--- config.mk ---
export PLATFORM = sky130hd
export DESIGN_NAME = aes_ctrl_apply
export DESIGN_NICKNAME = d
export VERILOG_FILES = /design/src/rtl/aes_pkg.sv /design/src/rtl/aes_ctrl_pending_buf.sv /design/src/rtl/aes_ctrl_apply.sv
export SDC_FILE = /design/constraint.sdc
export NUM_CORES = 1
export LEC_CHECK = 0
export ABC_AREA = 1
export BUFFER_PORTS_ARGS = -buffer_cell sky130_fd_sc_hd__buf_2
export CAP_MARGIN = 20
export CORE_MARGIN = 5
export CORE_UTILIZATION = 35
export CTS_BUF_LIST = sky130_fd_sc_hd__clkbuf_8
export CTS_CLUSTER_DIAMETER = 40
export DETAILED_ROUTE_END_ITERATION = 10
export SLEW_MARGIN = 10
export SYNTH_ARGS = -nofsm -noshare
export SYNTH_HDL_FRONTEND = slang
export SYNTH_SLANG_ARGS = --single-unit
--- constraint.sdc ---
create_clock -name clk_i -period 6.96 [get_ports clk_i]
set_input_delay 1.044 -clock clk_i [delete_from_list [all_inputs] [get_ports clk_i]]
set_output_delay 1.044 -clock clk_i [all_outputs]
set_load 0.005 [all_outputs]
--- src/rtl/aes_pkg.sv ---
// Shared types for the AES control-apply slice: control register layout and FSM encoding.
package aes_pkg;

    typedef struct packed {
        logic [23:0] reserved;
        logic [2:0]  key_len;
        logic [1:0]  mode;
        logic [1:0]  operation;
        logic [0:0]  manual_operation;
    } ctrl_reg_t;

    // Sparse encoding: any single-bit upset lands on an illegal code that decodes to ERROR.
    typedef enum logic [2:0] {
        IDLE  = 3'b000,
        READY = 3'b011,
        RUN   = 3'b101,
        ERROR = 3'b110
    } aes_ctrl_apply_e;

    localparam int unsigned MANUAL_BIT = 0;

endpackage

--- src/rtl/aes_ctrl_pending_buf.sv ---
// Single-entry holding buffer for control updates arriving mid-operation, with a
// saturating count of entries discarded before they could be applied.
module aes_ctrl_pending_buf
    import aes_pkg::*;
#(
    parameter int unsigned DropCntW = 8
) (
    input  logic                clk_i,
    input  logic                rst_i,
    input  logic                wr_i,
    input  logic                clr_i,
    input  logic                kill_i,
    input  ctrl_reg_t           data_i,
    output logic                valid_o,
    output ctrl_reg_t           data_o,
    output logic [DropCntW-1:0] drop_cnt_o
);

    logic                valid_q, valid_d;
    ctrl_reg_t           data_q, data_d;
    logic [DropCntW-1:0] drop_cnt_q, drop_cnt_d;
    logic                drop_evt;

    // A held entry is lost when it is overwritten or superseded without being applied.
    assign drop_evt = valid_q && (wr_i || kill_i);

    always_comb begin
        valid_d    = valid_q;
        data_d     = data_q;
        drop_cnt_d = drop_cnt_q;
        if (clr_i || kill_i) begin
            valid_d = 1'b0;
        end else if (wr_i) begin
            valid_d = 1'b1;
            data_d  = data_i;
        end
        if (drop_evt && (drop_cnt_q != {DropCntW{1'b1}})) begin
            drop_cnt_d = drop_cnt_q + 1'b1;
        end
    end

    always_ff @(posedge clk_i or posedge rst_i) begin
        if (rst_i) begin
            valid_q    <= 1'b0;
            data_q     <= '0;
            drop_cnt_q <= '0;
        end else begin
            valid_q    <= valid_d;
            data_q     <= data_d;
            drop_cnt_q <= drop_cnt_d;
        end
    end

    assign valid_o    = valid_q;
    assign data_o     = data_q;
    assign drop_cnt_o = drop_cnt_q;

endmodule

--- src/rtl/aes_ctrl_apply.sv ---
// Applies committed AES control values to the datapath, buffering updates during an operation.
// Optional RUN-state watchdog enabled by defining AES_CTRL_WATCHDOG_EN.
module aes_ctrl_apply
    import aes_pkg::*;
#(
    parameter ctrl_reg_t   CtrlReset     = '0,
    parameter int unsigned DropCntW      = 8,
    parameter int unsigned TimeoutCycles = 1024
) (
    input  logic                clk_i,
    input  logic                rst_i,
    input  ctrl_reg_t           ctrl_q_i,
    input  logic                ctrl_qe_i,
    input  logic                err_update_i,
    input  logic                err_storage_i,
    input  logic                start_req_i,
    input  logic                data_ready_i,
    input  logic                core_done_i,
    output ctrl_reg_t           ctrl_o,
    output logic                start_o,
    output logic                busy_o,
    output logic                pending_o,
    output logic [DropCntW-1:0] drop_cnt_o,
    output logic                alert_recov_o,
    output logic                alert_fatal_o
);

    if (TimeoutCycles == 0) begin : gen_bad_timeout
        $error("TimeoutCycles must be nonzero");
    end

    aes_ctrl_apply_e state_q, state_d;
    ctrl_reg_t       ctrl_q, ctrl_d;
    logic            start_q, start_d;
    logic            recov_q, recov_d;
    logic            fatal_q, fatal_d;

    logic            commit;
    logic            start_cond;
    logic            buf_wr, buf_clr, buf_kill;
    logic            buf_valid;
    ctrl_reg_t       buf_data;
    logic            wdog_expire;

    // An update flagged as mismatching by the shadow register must never be applied.
    assign commit     = ctrl_qe_i && !err_update_i;
    assign start_cond = ctrl_q[MANUAL_BIT] ? start_req_i : data_ready_i;

`ifdef AES_CTRL_WATCHDOG_EN
    localparam int unsigned WdogW = $clog2(TimeoutCycles + 1);

    logic [WdogW-1:0] wdog_q, wdog_d;

    // wdog_q holds completed RUN cycles, so the limit is hit during RUN cycle TimeoutCycles.
    assign wdog_expire = (state_q == RUN) && (wdog_q == WdogW'(TimeoutCycles - 1));
    assign wdog_d      = (state_q == RUN) ? wdog_q + 1'b1 : '0;

    always_ff @(posedge clk_i or posedge rst_i) begin
        if (rst_i) begin
            wdog_q <= '0;
        end else begin
            wdog_q <= wdog_d;
        end
    end
`else
    assign wdog_expire = 1'b0;
`endif

    always_comb begin
        state_d  = state_q;
        ctrl_d   = ctrl_q;
        start_d  = 1'b0;
        recov_d  = 1'b0;
        fatal_d  = fatal_q;
        buf_wr   = 1'b0;
        buf_clr  = 1'b0;
        buf_kill = 1'b0;

        if (err_update_i && (state_q != ERROR)) begin
            recov_d = 1'b1;
        end

        if (err_storage_i) begin
            state_d = ERROR;
            fatal_d = 1'b1;
        end else begin
            unique case (state_q)
                IDLE: begin
                    if (commit) begin
                        ctrl_d  = ctrl_q_i;
                        state_d = READY;
                    end
                end
                READY: begin
                    if (commit) begin
                        ctrl_d = ctrl_q_i;
                    end
                    if (start_cond) begin
                        start_d = 1'b1;
                        state_d = RUN;
                    end
                end
                RUN: begin
                    if (core_done_i) begin
                        state_d = READY;
                        if (commit) begin
                            ctrl_d   = ctrl_q_i;
                            buf_kill = 1'b1;
                        end else if (buf_valid) begin
                            ctrl_d  = buf_data;
                            buf_clr = 1'b1;
                        end
                    end else if (wdog_expire) begin
                        state_d = ERROR;
                        fatal_d = 1'b1;
                    end else if (commit) begin
                        buf_wr = 1'b1;
                    end
                end
                ERROR: begin
                    fatal_d = 1'b1;
                end
                default: begin
                    state_d = ERROR;
                    fatal_d = 1'b1;
                end
            endcase
        end
    end

    always_ff @(posedge clk_i or posedge rst_i) begin
        if (rst_i) begin
            state_q <= IDLE;
            ctrl_q  <= CtrlReset;
            start_q <= 1'b0;
            recov_q <= 1'b0;
            fatal_q <= 1'b0;
        end else begin
            state_q <= state_d;
            ctrl_q  <= ctrl_d;
            start_q <= start_d;
            recov_q <= recov_d;
            fatal_q <= fatal_d;
        end
    end

    aes_ctrl_pending_buf #(
        .DropCntW(DropCntW)
    ) u_pending_buf (
        .clk_i     (clk_i),
        .rst_i     (rst_i),
        .wr_i      (buf_wr),
        .clr_i     (buf_clr),
        .kill_i    (buf_kill),
        .data_i    (ctrl_q_i),
        .valid_o   (buf_valid),
        .data_o    (buf_data),
        .drop_cnt_o(drop_cnt_o)
    );

    assign ctrl_o        = ctrl_q;
    assign start_o       = start_q;
    assign busy_o        = (state_q == RUN);
    assign pending_o     = buf_valid;
    assign alert_recov_o = recov_q;
    assign alert_fatal_o = fatal_q;

endmodule
==> flow_summary.yaml <==
status:
  status: "completed"
global_routing:
  antenna_found_initial: 1
  grt_max_degree: 65
  grtUsageTotal_pct: 15.55
  grt_pass1_vias: 3333
  grt_overflow: 0
  grt_pass1_wl_mm: 16.42
placement:
  dp_hpwl_mm: 6.574
  numPlacedInstances: 706
  place.gp.congestion: 0.8076
  dp_slack_ps: 3250
  portBuffers: 84
detailed_routing:
  wirelength_mm: 9.668
  wl_per_cell_um: 13.37
  drtIter0Drc: 237
  via_per_inst: 4.656
  drc_errors: 0
  vias: 3366
  drtPass1Iterations: 4
  drtAntennaViolNets: 0
cells_and_area:
  drive_gt1_share_pct: 19.42
  finalNonFillerCells: 723
  final_nets: 619
  syn_to_final_growth_pct: 19.36
min_path:
  holdCritStartpoint: "ctrl_o[21]"
  min_to: "ctrl_o[21]"
  whs_path_depth: 2
  hold_path_class: "flip-flop to flip-flop"
timing:
  finalCriticalPeriod_ps: 3299
  fin_crit_sh_pct: 47.40
  fin_ws_ps: 3661
  grt_setup_unrepaired: "no"
  final_max_slew_viol_count: 0
  maxSlewHeadroom_pct: 44.64
  fin_skew_ps: 6.109
  max_freq_ghz: 0.3031
  fin_setup_tns_ps: 0
  fin_hold_ws_ps: 470.2
  worstMarginPinSlew_ps: 830.4
  final-setup-viol-count: 0
  hold_violations: 0
logic_synthesis:
  synth_nets: 546
  ys_warn_count: 0
  netlist_area_um2: 3794
  synth_cells: 505
  ys_ff_latch: 79
  syn_area_per_cell_um2: 7.512
  ys_seq_area_share_pct: 52.11
  ys_types: 26
cts:
  clock_path_buffers: 2
  clock-root-buffer: "clkbuf_8"
  path_clk_slew_ps: 80
  cts_tree: "built"
  clkLatencyLatePin_ps: 350
  cts_buffers: 9
  cts_setup_buffers: 0
  htreeDepth: 3
  clock_sinks: 79
  postCtsHoldBufs: 0
  cts_resized: 0
critical_path:
  r2r_cells: 8
  crit_type: "input port to flip-flop"
  start_kind: "input port"
  rr_startpoint: "state_q[2]"
  reg2reg_slack_ps: 4120
  end_kind: "flip-flop"
  crit_required_ps: 7200
  cp.arrival_ps: 3540
  timing.rr.end: "ctrl_o[30]"
  worstPathMaxFanout: 33
power_and_ir_drop:
  cellLeakagePower_nw: 2.638
  total_power_mw: 0.9421
  peakVddDrop_mv: 0.09252
  p_sw_mw: 0.2245
  p_seq_share_pct: 52.0
  p_per_area_nw_per_um2: 208.1
  p_clk_share_pct: 39.3
  combPwrFrac_pct: 8.7
  power.internal_mw: 0.7176
  switching_share_pct: 23.83
floorplan:
  die_h_um: 114.1
  io_pins: 85
  die_w_um: 114.1
  fp-row-count: 38
  dieArea_um2: 13020
  core_area_um2: 10750
  start_util_pct: 35.31
run:
  max-cap-violations: 0
-- power by group through the flow --
stage	Combinational, mW	Clock (mW)	Sequential, mW
finish	0.0818	0.371	0.490
global route	0.0952	0.397	0.493
CTS	0.0846	0.382	0.490
detailed placement	0.0846	0	0.499
global placement	0.0820	0	0.499
floorplan	0.0393	0	0.499
-- critical path, cell delays in order --
cell     delay, ps
buf_2           90
inv_1           60
nand2_1        180
nand2_2        560
nor2_1         150
nor2_4         630
nand2_2        550
nand2_1        180
nand2_1         60
-- cells by family after synthesis --
kind of cell / Yosys count / share of synthesized area [%]
adders and majority gates: 1 / 0.3298
xor gates and xnor gates: 6 / 1.385
buffers and inverters: 42 / 5.079
AOI/OAI and AO/OA: 8 / 1.121
and+or+nand+nor: 369 / 39.97
DFF: 79 / 52.11
-- metrics by stage --
step | utilization (%) | cell area, µm²
after detailed placement | 40.01 | 4299
after global routing | 42.14 | 4528
after global placement | 40.01 | 4299
final | 42.14 | 4528
after CTS | 41.98 | 4511
after floorplan | - | 3794
-- cells in the mapped netlist --
library cell / number / area [µm²]
nand2_1: 271 / 1017
dfrtp_1: 79 / 1977
nand3_1: 71 / 355.3
inv_1: 16 / 60.06
nor2_1: 13 / 48.80
clkbuf_1: 12 / 45.04
buf_2: 10 / 50.05
o21ai_0: 4 / 20.02
xnor2_1: 4 / 35.03
buf_6: 3 / 33.78
nor2_2: 3 / 18.77
a21oi_1: 2 / 10.01
nand2_2: 2 / 12.51
nand4_1: 2 / 12.51
xor2_1: 2 / 17.52
and2_1: 1 / 6.260
clkinv_1: 1 / 3.750
ha_1: 1 / 12.51
nand3_2: 1 / 10.01
nor2_4: 1 / 11.26
nor2b_1: 1 / 6.260
nor3_1: 1 / 5.000
nor4_1: 1 / 6.260
o21ai_1: 1 / 5.000
o31ai_1: 1 / 7.510
or2_2: 1 / 6.260
-- cell usage in the layout (no fill, tap or decap) --
master     instances
inv_1             16
o31ai_1            1
clkinv_1           1
nor2_4             4
nand2_2            2
xnor2_1            4
nor2_1            10
nand3_2            1
a21oi_1            2
nand2_1          271
nor3_1             1
ha_1               1
xor2_1             2
buf_4              2
nor2b_1            1
bufinv_16          2
nand3_1           71
clkinv_2           3
o21ai_1            1
nor2_2             3
nor4_1             1
dfrtp_1           79
buf_2             84
and2_1             1
o21ai_0            4
buf_8              1
nand4_1            2
clkbuf_8          10
or2_2              1
diode_2            1
-- area by class of cell --
type,count,area [µm²]
Clock inverter,5,73.82
Clock buffer,10,137.6
Fill cell,1151,6217
Antenna cell,1,2.502
Tap cell,140,175.2
Sequential cell,79,1977
Timing Repair Buffer,87,450.4
Multi-Input combinational cell,384,1647
Inverter,17,65.06
-- metal layers --
metal / wire length (µm) / vias up / GRT usage (%) / share of wire [%]
li1: - / 1720 / - / -
met1: 4463 / 1556 / 21.26 / 46
met2: 4532 / 87 / 24.59 / 47
met3: 630 / 3 / 4.651 / 6.5
met4: 41 / 0 / 3.325 / 0.42
met5: 0 / - / 0 / 0
-- worst max path at each step --
stage	end	start	slack [ps]
after floorplan	alert_fatal_o	rst_i	3890
after global placement	ctrl_o[5]	err_update_i	3340
after detailed placement	ctrl_o[11]	err_update_i	3250
after CTS	ctrl_o[19]	err_update_i	3620
after global routing	ctrl_o[0]	err_update_i	3340
final	ctrl_o[30]	err_update_i	3660
-- sequential cells by signal, indices dropped and copies added, names as in the netlist --
name / count
u_pending_buf.data_o: 32
ctrl_o: 32
start_o: 1
alert_fatal_o: 1
alert_recov_o: 1
state_q: 3
u_pending_buf.drop_cnt_o: 8
u_pending_buf.valid_o: 1
Power figures use the tool's default switching activity.
